### config.mk
export PLATFORM = sky130hd
export DESIGN_NAME = uart_rx
export DESIGN_NICKNAME = d
export VERILOG_FILES = /design/src/rtl/uart_rx.sv
export SDC_FILE = /design/constraint.sdc
export NUM_CORES = 1
export LEC_CHECK = 0
export ABC_AREA = 1
export CAP_MARGIN = 5
export CORE_ASPECT_RATIO = 1.1
export CORE_MARGIN = 8
export CORE_UTILIZATION = 50
export CTS_CLUSTER_DIAMETER = 100
export CTS_CLUSTER_SIZE = 28
export DETAILED_ROUTE_END_ITERATION = 8
export GPL_ROUTABILITY_DRIVEN = 1
export GPL_TIMING_DRIVEN = 0
export PLACE_DENSITY = 0.76
export SLEW_MARGIN = 0
export SYNTH_ARGS = -nofsm -noshare
export SYNTH_HDL_FRONTEND = slang
export SYNTH_SLANG_ARGS = --single-unit
export TNS_END_PERCENT = 10
### constraint.sdc
create_clock -name clk -period 1.8 [get_ports clk]
set_input_delay 0.18 -clock clk [delete_from_list [all_inputs] [get_ports clk]]
set_output_delay 0.18 -clock clk [all_outputs]
set_load 0.02 [all_outputs]
### src/rtl/uart_rx.sv
// UART receiver, 8N1, LSB first.
// The serial line is synchronised and then timed from the detected start edge.
// Each bit is sampled at its nominal midpoint. A byte is delivered only when
// its stop bit samples high. A low stop bit raises a framing-error pulse and
// leaves the output byte unchanged.
module uart_rx #(
  parameter int CLKS_PER_BIT = 16
) (
  input  logic       clk,
  input  logic       rst,
  input  logic       rx_en,
  input  logic       rx,
  output logic [7:0] data,
  output logic       done,
  output logic       busy,
  output logic       frame_err
);

  localparam int CNT_W = $clog2(CLKS_PER_BIT);

  // Half a bit minus one lands on the start-bit midpoint.
  // A full bit minus one steps from one midpoint to the next.
  localparam logic [CNT_W-1:0] CNT_HALF = CNT_W'(CLKS_PER_BIT / 2 - 1);
  localparam logic [CNT_W-1:0] CNT_FULL = CNT_W'(CLKS_PER_BIT - 1);

  typedef enum logic [1:0] {
    S_IDLE,
    S_START,
    S_DATA,
    S_STOP
  } state_e;

  logic             rx_meta_q;
  logic             rx_s_q;
  state_e           state_q, state_d;
  logic [CNT_W-1:0] cnt_q, cnt_d;
  logic [2:0]       idx_q, idx_d;
  logic [7:0]       shift_q, shift_d;
  logic [7:0]       data_q, data_d;
  logic             done_q, done_d;
  logic             ferr_q, ferr_d;
  logic             busy_q, busy_d;

  // Two-flop synchroniser for the asynchronous line.
  // Both flops reset to the idle (high) level.
  always_ff @(posedge clk) begin
    // NOTE: non-blocking assignments make each flop capture the value its
    // neighbour held before the edge; blocking ones would collapse the chain.
    if (rst) begin
      rx_meta_q <= 1'b1;
      rx_s_q    <= 1'b1;
    end else begin
      rx_meta_q <= rx;
      rx_s_q    <= rx_meta_q;
    end
  end

  // State register together with the counters, shifter and registered outputs.
  always_ff @(posedge clk) begin
    if (rst) begin
      state_q <= S_IDLE;
      cnt_q   <= '0;
      idx_q   <= '0;
      shift_q <= '0;
      data_q  <= '0;
      done_q  <= 1'b0;
      ferr_q  <= 1'b0;
      busy_q  <= 1'b0;
    end else begin
      state_q <= state_d;
      cnt_q   <= cnt_d;
      idx_q   <= idx_d;
      shift_q <= shift_d;
      data_q  <= data_d;
      done_q  <= done_d;
      ferr_q  <= ferr_d;
      busy_q  <= busy_d;
    end
  end

  // Next-state logic: bit timing, sampling and frame completion.
  always_comb begin
    // NOTE: every signal gets a default first, so no path through the case
    // leaves one unassigned and no latch is inferred.
    state_d = state_q;
    cnt_d   = cnt_q + CNT_W'(1);
    idx_d   = idx_q;
    shift_d = shift_q;
    data_d  = data_q;
    done_d  = 1'b0;
    ferr_d  = 1'b0;

    unique case (state_q)
      S_IDLE: begin
        cnt_d = '0;
        idx_d = '0;
        // rx_en gates only the detection of a new start edge.
        if (rx_en && !rx_s_q) begin
          state_d = S_START;
        end
      end

      S_START: begin
        if (cnt_q == CNT_HALF) begin
          cnt_d = '0;
          idx_d = '0;
          // The start bit must still be low at its midpoint.
          // A high sample means a glitch, so return to IDLE quietly.
          state_d = rx_s_q ? S_IDLE : S_DATA;
        end
      end

      S_DATA: begin
        if (cnt_q == CNT_FULL) begin
          cnt_d          = '0;
          shift_d[idx_q] = rx_s_q;
          if (idx_q == 3'd7) begin
            state_d = S_STOP;
          end else begin
            idx_d = idx_q + 3'd1;
          end
        end
      end

      S_STOP: begin
        if (cnt_q == CNT_FULL) begin
          cnt_d = '0;
          // Return to IDLE at the stop-bit midpoint.
          // This lets a start bit that follows straight after be caught.
          state_d = S_IDLE;
          if (rx_s_q) begin
            data_d = shift_q;
            done_d = 1'b1;
          end else begin
            ferr_d = 1'b1;
          end
        end
      end

      default: begin
        state_d = S_IDLE;
      end
    endcase

    busy_d = (state_d != S_IDLE);
  end

  assign data      = data_q;
  assign done      = done_q;
  assign busy      = busy_q;
  assign frame_err = ferr_q;

endmodule

**Word level (Yosys, flattened, before mapping)**

Index checks and enable logic that the tools add are counted.

- Input port bits: 4
- Output and inout port bits: 11
- Register bits after elaboration: 30
- Word-level logic and storage cells: 55

- Reductions and logical operators: 11
- Bitwise operators: 2
- $lt $le $gt $ge: 2
- Muxes and demuxes: 19
- Add/subtract/negate cells: 2
- Eq/ne operators: 9

Operators with widths:

| kind | count |
|---|---|
| 2-to-1 mux 2 bit | 6 |
| one-hot mux 4 bit (3 select lines) | 1 |
| 2-to-1 mux 3 bit | 3 |
| one-hot mux 3 bit (3 select lines) | 1 |
| bitwise mux 8 bit | 1 |
| 2-to-1 mux 4 bit | 2 |
| one-hot mux 2 bit (4 select lines) | 1 |
| != test 2 bit, second input constant | 3 |
| adder 4 x 1 -> 4 bit, second input constant | 1 |
| equality test 2 bit, second input constant | 2 |
| equality test 4 x 3 -> 1 bit, second input constant | 1 |
| equality test 4 bit, second input constant | 1 |
| less-than comparator 3 x 4 -> 1 bit, second input constant | 1 |
| AND reduction 4 bit | 1 |
| adder 3 x 1 -> 3 bit, second input constant | 1 |
| demux 1 bit (select 3 bit) | 1 |
| equality test 3 bit, second input constant | 1 |
| greater-or-equal comparator 3 x 1 -> 1 bit, second input constant | 1 |
| 2-to-1 mux 1 bit | 3 |
| AND reduction 3 bit | 1 |
| nonzero test 3 bit | 1 |
| OR reduction 3 bit | 1 |
| equality test 2 x 1 -> 1 bit, second input constant | 1 |
| logical AND 1 bit | 2 |
| other kinds (6) | 7 |

**Longest topological paths before layout**

Gate-level depths: netlist of the first run.

- Depth in word-level cells: 5
- Gate-level depth with buffers: 8
- Depth with buffers taken out: 8

**Least setup slack after synthesis of the first run**

Ideal clock, no wire load.

- Path type: register to register
- From: reg idx_q[1]
- To: reg idx_q[0]
- Slack: 523 ps
- Stages on the path, launching flop included: 7
- Period minus slack after synthesis: 1277 ps
- Arrival time: 1147 ps
- Data required time: 1669 ps
- Cells stage by stage: dfxtp_1 -> ha_1 -> ha_1 -> o21ai_1 -> nand3_1 -> nand2_1 -> a21oi_2

- Word-level cells in the longest chain between the ends: 3

RTL lines:

| what | line | source |
|---|---|---|
| start, declared | 37 | `logic [2:0] idx_q, idx_d;` |
| start signal, assigned | 72 | `idx_q <= idx_d;` |
| equality test 3 bit | 117 | `if (idx_q == 3'd7) begin` |
| != test 2 bit (no line) | - |  |
| AND reduction 4 bit (no line) | - |  |

No other way between the ends.
A chain may end at the register's enable or synchronous reset.

**Worst setup path after layout of the first run**

- From: reg data_q[3], in the netlist data[3]
- To: out data[3]

RTL lines:

| what | line | source |
|---|---|---|
| start, declared | 39 | `logic [7:0] data_q, data_d;` |
| start signal, assigned | 74 | `data_q <= data_d;` |
| end, declared | 13 | `output logic [7:0] data,` |

No word-level cell between the ends.

==> results of run 1 <==
## cells by family (layout without fill, tap and decap cells)
logic type                 Yosys count  in the layout  share of synthesized area, %
and+or+nand+nor                     86             86                          31.7
adders and majority gates            3              3                          2.89
buffers and inverters               19             41                          7.03
xor gates and xnor gates             1              1                         0.674
AOI/OAI and AO/OA                   29             29                          11.6
DFF                                 30             30                          46.2
## cells in the final DEF (no fill, tap or decap)
master           count
nand4_1             10
nor2_2               2
clkdlybuf4s50_1     14
a31oi_1              1
o21ai_0             16
xor2_1               1
clkbuf_4             6
a21oi_1             10
clkinv_2             1
ha_1                 3
nor4_1               1
clkinvlp_4           1
a21oi_2              1
buf_6                1
or2_2                2
nand2_1             29
nor2_4               2
nand3_2              1
clkbuf_1             2
inv_2                2
nand3_1              7
clkbuf_8             1
nand3_4              1
o21ai_1              1
buf_4                1
clkinv_4             1
nor2_1              30
dfxtp_1             30
nand2_4              1
inv_1               11
## registers in the layout (all words and copies together) (netlist names)
name	cells
shift_q	8
busy	1
done	1
frame_err	1
rx_meta_q	1
cnt_q	4
idx_q	3
data	8
rx_s_q	1
state_q	2
## final cells by class
| cell class | instances | area share [%] |
|---|---|---|
| inverters | 14 | 3.73 |
| repair buffers | 14 | 9.08 |
| multi-input cells | 119 | 39.4 |
| plain buffers | 5 | 2.19 |
| clock buffers | 6 | 3.33 |
| well taps | 31 | 2.51 |
| clock inverters | 2 | 0.811 |
| flip-flops and latches | 30 | 38.9 |
## through the flow
step	cell area (um2)	power (uW)	hold WS, ns
2_1_floorplan	1300	702	0.259
3_3_place_gp	1480	715	0.392
3_5_place_dp	1480	716	0.414
4_1_cts	1540	1140	0.389
5_1_grt	1540	1180	0.389
6_report	1540	1120	0.402
## cell usage after synthesis, drive strengths merged
cell type and n:
nand2 30, xor2 1, nand3 9, nand4 10, dfxtp 30, or2 2
a31oi 1, ha 3, nor2 34, buf 2, clkbuf 3, a21oi 11
nor4 1, clkinv 1, inv 13, o21ai 17
## per-layer routing
layer / routed length (um) / share of wire, % / GRT usage [%]
met5: 0 / 0 / 0
met4: 77 / 3.1 / 8.25
met3: 130 / 5.2 / 4.36
met2: 1250 / 49 / 20.0
met1: 1070 / 42 / 11.9
## final timing paths
check / startpoint / to / slack [ns] / cells past startpoint
min reg2reg: rx_meta_q / rx_s_q / 0.44 / 1
max reg2reg: idx_q[1] / idx_q[0] / 0.36 / 7
min: rx / rx_meta_q / 0.40 / 2
max: data[3] / data[3] / 0.34 / 1
## where the power goes
part | leakage [uW] | internal (uW) | switching, uW
sequential | 0.000242 | 666 | 1.25
combinational | 0.000352 | 13.4 | 19.8
clock | 0.0000343 | 187 | 233
==> summary.md, run 1 <==
| Metric | Value |
|---|---|
| # hold bufs at CTS | 0 |
| Pin count of the biggest net entering global routing | 11 |
| Tcrit/Tclk final | 81.3% |
| RSZ-0062 raised after global routing | false |
| DR WL/cell | about 11 um |
| Final Skew | approximately 0.0071 ns |
| Root Buffer | clkbuf_4 |
| Post-CTS resize count | 0 |
| Die height | between 60 and 70 um |
| Sequential fraction of the synthesis area | between 40% and 50% |
| CTS tree | yes |
| Vias | roughly 1100 |
| Max Freq | just under 0.7 GHz |
| Class of the most critical setup path | reg -> out |
| Leak | 0.000629 uW |
| Req. time, crit path | 1.62 ns |
| Syn Std Cell Area | approximately 1300 um2 |
| Grt ovf | 0 |
| CP arrival | ~1.3 ns |
| GRT Util Overall | roughly an eighth |
| CP Buf/Inv Count | 1 |
| Clk Latency, worst-skew pair | between 0.3 and 0.4 ns |
| Postcts setup bufs | 0 |
| Initial antenna violation count | 0 |
| Synth area leader | dfxtp_1 |
| Routed WL | about 2500 um |
| CTS HTree Levels | 2 |
| Layout cells sized above 1 | 12.6% |
| Post-layout minimum cycle time | between 1 and 1.5 ns |
| Chip width | approximately 65 um |
| Placed Instances | approximately 210 |
| CTS Sinks | 30 |
| Slew Limit Fails | 0 |
| Tightest Pin Transition | 0.488 ns |
| Average via count per standard cell | just over 5 |
| Post-DP HPWL | between 1500 and 2000 um |
| Antenna Violating Nets Remaining | 0 |
| Clock transition at path regs | 0.09 ns |
| Crit-path slowest cell | clkdlybuf4s50_1 |
| Setup WS post-layout | approximately 0.34 ns |
| First-pass GRT wire length | about 4300 um |
| # rows | 19 |
| Worst vdd ir | ~0.67 mV |
| CP endpoint kind | output pin |
| Slew margin rel. | approximately two thirds |
| Finished Layout Cells | roughly 220 |
| Register bit total from synthesis | 30 |
| # nets final | ~200 |
| Placer Congestion | around 0.82 |
| Vias in the first global route | 1011 |
| Synth warn | 0 |
| Area fraction of the dominant cell type after synthesis | a little under half |
| Initial Util | around 52% |
| Pre-CTS setup slack | between 0.3 and 0.4 ns |
| CP cell instances | clkdlybuf4s50_1 |
| Ant diodes | 0 |
| Startpoint types | register |
| PD cells | between 700 and 800 nW/um2 |
| IO Port Bufs | 14 |
| Filler cell count | about 240 |
| Reg area | 601 um2 |
| CTS Buf Count | 5 |
| Final hold vios | 0 |
| Syn nets | 175 |
| Drt first pass iters | 4 |
| Die ar. | ~4500 um2 |
| P&R area growth vs syn | 18.7% |
| Synthesized instance count | approximately 170 |
| Hold Path Class | in -> reg |
| Syn Area/Cell | between 7 and 8 um2 |
| Max incr delay on CP | ~0.61 ns |
| Number of remaining DRC errors | 0 |
| Largest fanout on the critical path | 2 |
| Clock buffer depth | 2 |
| 1st-iter DRT viols | 57 |
| Ports | 15 |
| Status | finished, final reports clean |
| Core box area | between 2000 and 2500 um2 |
| Setup-failing EPs final | 0 |
| Maxcap violations | 0 |
| Cell family with most CP delay | buffers and inverters |
| Core Util, Final | between 60% and 70% |
| Synth top area cells | dfxtp_1, nor2_1, nand2_1 |
| Yosys cell types | 26 |
| Final setup TNS | 0 ns |
| Area of the multi-input gates | 608 um2 |
(Power assumes the default switching activity.)
==> run 2: changes to the inputs <==
clock period = 1.4 ns   (was 1.8 ns; I/O delays follow)
==> summary.md, run 2 (synthesized netlist as in run 1, its figures left out) <==
| Metric | Value |
|---|---|
| Req. time, crit path | 1.66 ns |
| Status | finished, final reports clean |
| Tightest Pin Transition | 0.491 ns |
| Final hold vios | 0 |
| Pre-CTS setup slack | -0.0445 ns |
| Final setup TNS | 0 ns |
| CTS Sinks | 30 |
| DP Area | around 1500 um2 |
| Largest fanout on the critical path | 5 |
| Drt first pass iters | 4 |
| Number of remaining DRC errors | 0 |
| 1st-iter DRT viols | 61 |
| CP cell instances | ha_1, ha_2, o21ai_4, buf_4, nand4_1, a21oi_1 |
| Worst vdd ir | 0.856 mV |
| Slew Limit Fails | 0 |
| Layout cells sized above 1 | around 18% |
| Startpoint types | register |
| Post-DP HPWL | 1910 um |
| Ports | 15 |
| Commonest non-fill, non-tap cells in the layout | nor2_1, nand2_1, dfxtp_1 |
| Vias in the first global route | 1018 |
| Leak | 0.000692 uW |
| Final Skew | 0.00859 ns |
| Ant diodes | 0 |
| Maxcap violations | 0 |
| Routed WL | roughly 2700 um |
| Setup WS post-layout | between 0.03 and 0.04 ns |
| # rows | 19 |
| Antenna Violating Nets Remaining | 0 |
| Power consumption | roughly 1400 uW |
| Clock buffer depth | 2 |
| CP arrival | around 1.6 ns |
| Setup-failing EPs final | 0 |
| Initial antenna violation count | 0 |
| Root Buffer | clkbuf_4 |
| Pin count of the biggest net entering global routing | 11 |
| Post-layout minimum cycle time | about 1.4 ns |
| Clock transition at path regs | about 0.10 ns |
| Crit-path slowest cell | dfxtp_1 |
| CTS HTree Levels | 2 |
| Final Cell Area | around 1600 um2 |
| Chip width | 64.6 um |
| CTS Buf Count | 5 |
| # nets final | ~200 |
| Average via count per standard cell | 5.20 |
| DR WL/cell | about 12 um |
| Clk Latency, worst-skew pair | between 0.3 and 0.4 ns |
| Tcrit/Tclk final | slightly below 100% |
| P&R area growth vs syn | 22.1% |
| Most common cell after layout, fill and taps aside | nor2_1 |
| PD cells | 910 nW/um2 |
| Grt ovf | 0 |
| GRT Util Overall | between 10 and 15% |
| RSZ-0062 raised after global routing | true |
| CP endpoint kind | register |
| IO Port Bufs | 14 |
| First-pass GRT wire length | around 4300 um |
| Initial Util | 52.1% |
| Hold Path Class | in -> reg |
| Slew margin rel. | about two thirds |
| Vias | roughly 1200 |
| Max Freq | 0.732 GHz |
| Max incr delay on CP | roughly 0.36 ns |
| CTS tree | yes |
| Core Util, Final | a little under two thirds |
| Class of the most critical setup path | reg -> reg |
| Core box area | between 2000 and 2500 um2 |
| Die height | 69.5 um |
| Die ar. | between 4000 and 5000 um2 |
| Placer Congestion | about 0.82 |
[run 2: changes by cell type in the layout (fill, tap and decap cells not counted), moves of 2 or more]
| cell | before | now |
|---|---|---|
| clkdlybuf4s50_1 | 14 | 3 |
| dfxtp_1 | 30 | 26 |
| dfxtp_2 | 0 | 3 |
| dlygate4sd2_1 | 0 | 11 |
| ha_1 | 3 | 1 |
| nand3_2 | 1 | 3 |
| o21ai_0 | 16 | 10 |
| o21ai_1 | 1 | 6 |
[run 2: critical path: cells and delay by family, from the launching register on]
family	cells	cell delay (ns)
AOI/OAI and AO/OA	2	0.32
adders and majority gates	2	0.40
buffers and inverters	1	0.14
DFF	1	0.36
and+or+nand+nor	1	0.09
[run 2: per-layer routing]
metal  GRT usage, %  vias to the layer above  wire [um]
li1               -                      607          -
met1           12.0                      526       1150
met2           20.2                       18       1370
met3           4.36                        8        117
met4           8.25                        0         72
met5              0                        -          0
[run 2: power breakdown]
group          total, uW  internal (uW)  switching (uW)
combinational       43.7           17.6            26.1
sequential           856            854            1.97
clock                545            241             304
total               1450           1110             332
[run 2: worst paths after layout]
path	startpoint	to	slack, ns	cells past startpoint
max	idx_q[1]	idx_q[1]	0.03	6
max reg2reg	idx_q[1]	idx_q[1]	0.03	6
min reg2reg	rx_meta_q	rx_s_q	0.44	1
min	rx	rx_meta_q	0.36	2
[run 2: cell type report]
type / count / area [um2]
Inverter: 14 / 57.6
Buffer: 5 / 33.8
Clock inverter: 2 / 12.5
Clock buffer: 6 / 51.3
Multi-Input combinational cell: 120 / 652
Fill cell: 246 / 908
Timing Repair Buffer: 15 / 134
Sequential cell: 30 / 608
Tap cell: 31 / 38.8
[run 2: through the flow]
stage / hold WS [ns] / cells
final: 0.360 / 223
after global routing: 0.348 / 223
after CTS: 0.349 / 221
after floorplan: 0.219 / 168
after detailed placement: 0.414 / 213
after global placement: 0.392 / 213
[run 2: repair_timing]
| item | in CTS | in global routing |
|---|---|---|
| endpoints found under the setup margin | 22 | 19 |
| gates cloned | 0 | 1 |
| hold buffers | 0 | 0 |
| setup buffers | 0 | 1 |
| resized for setup | 13 | 16 |
| pin swaps | 0 | 6 |
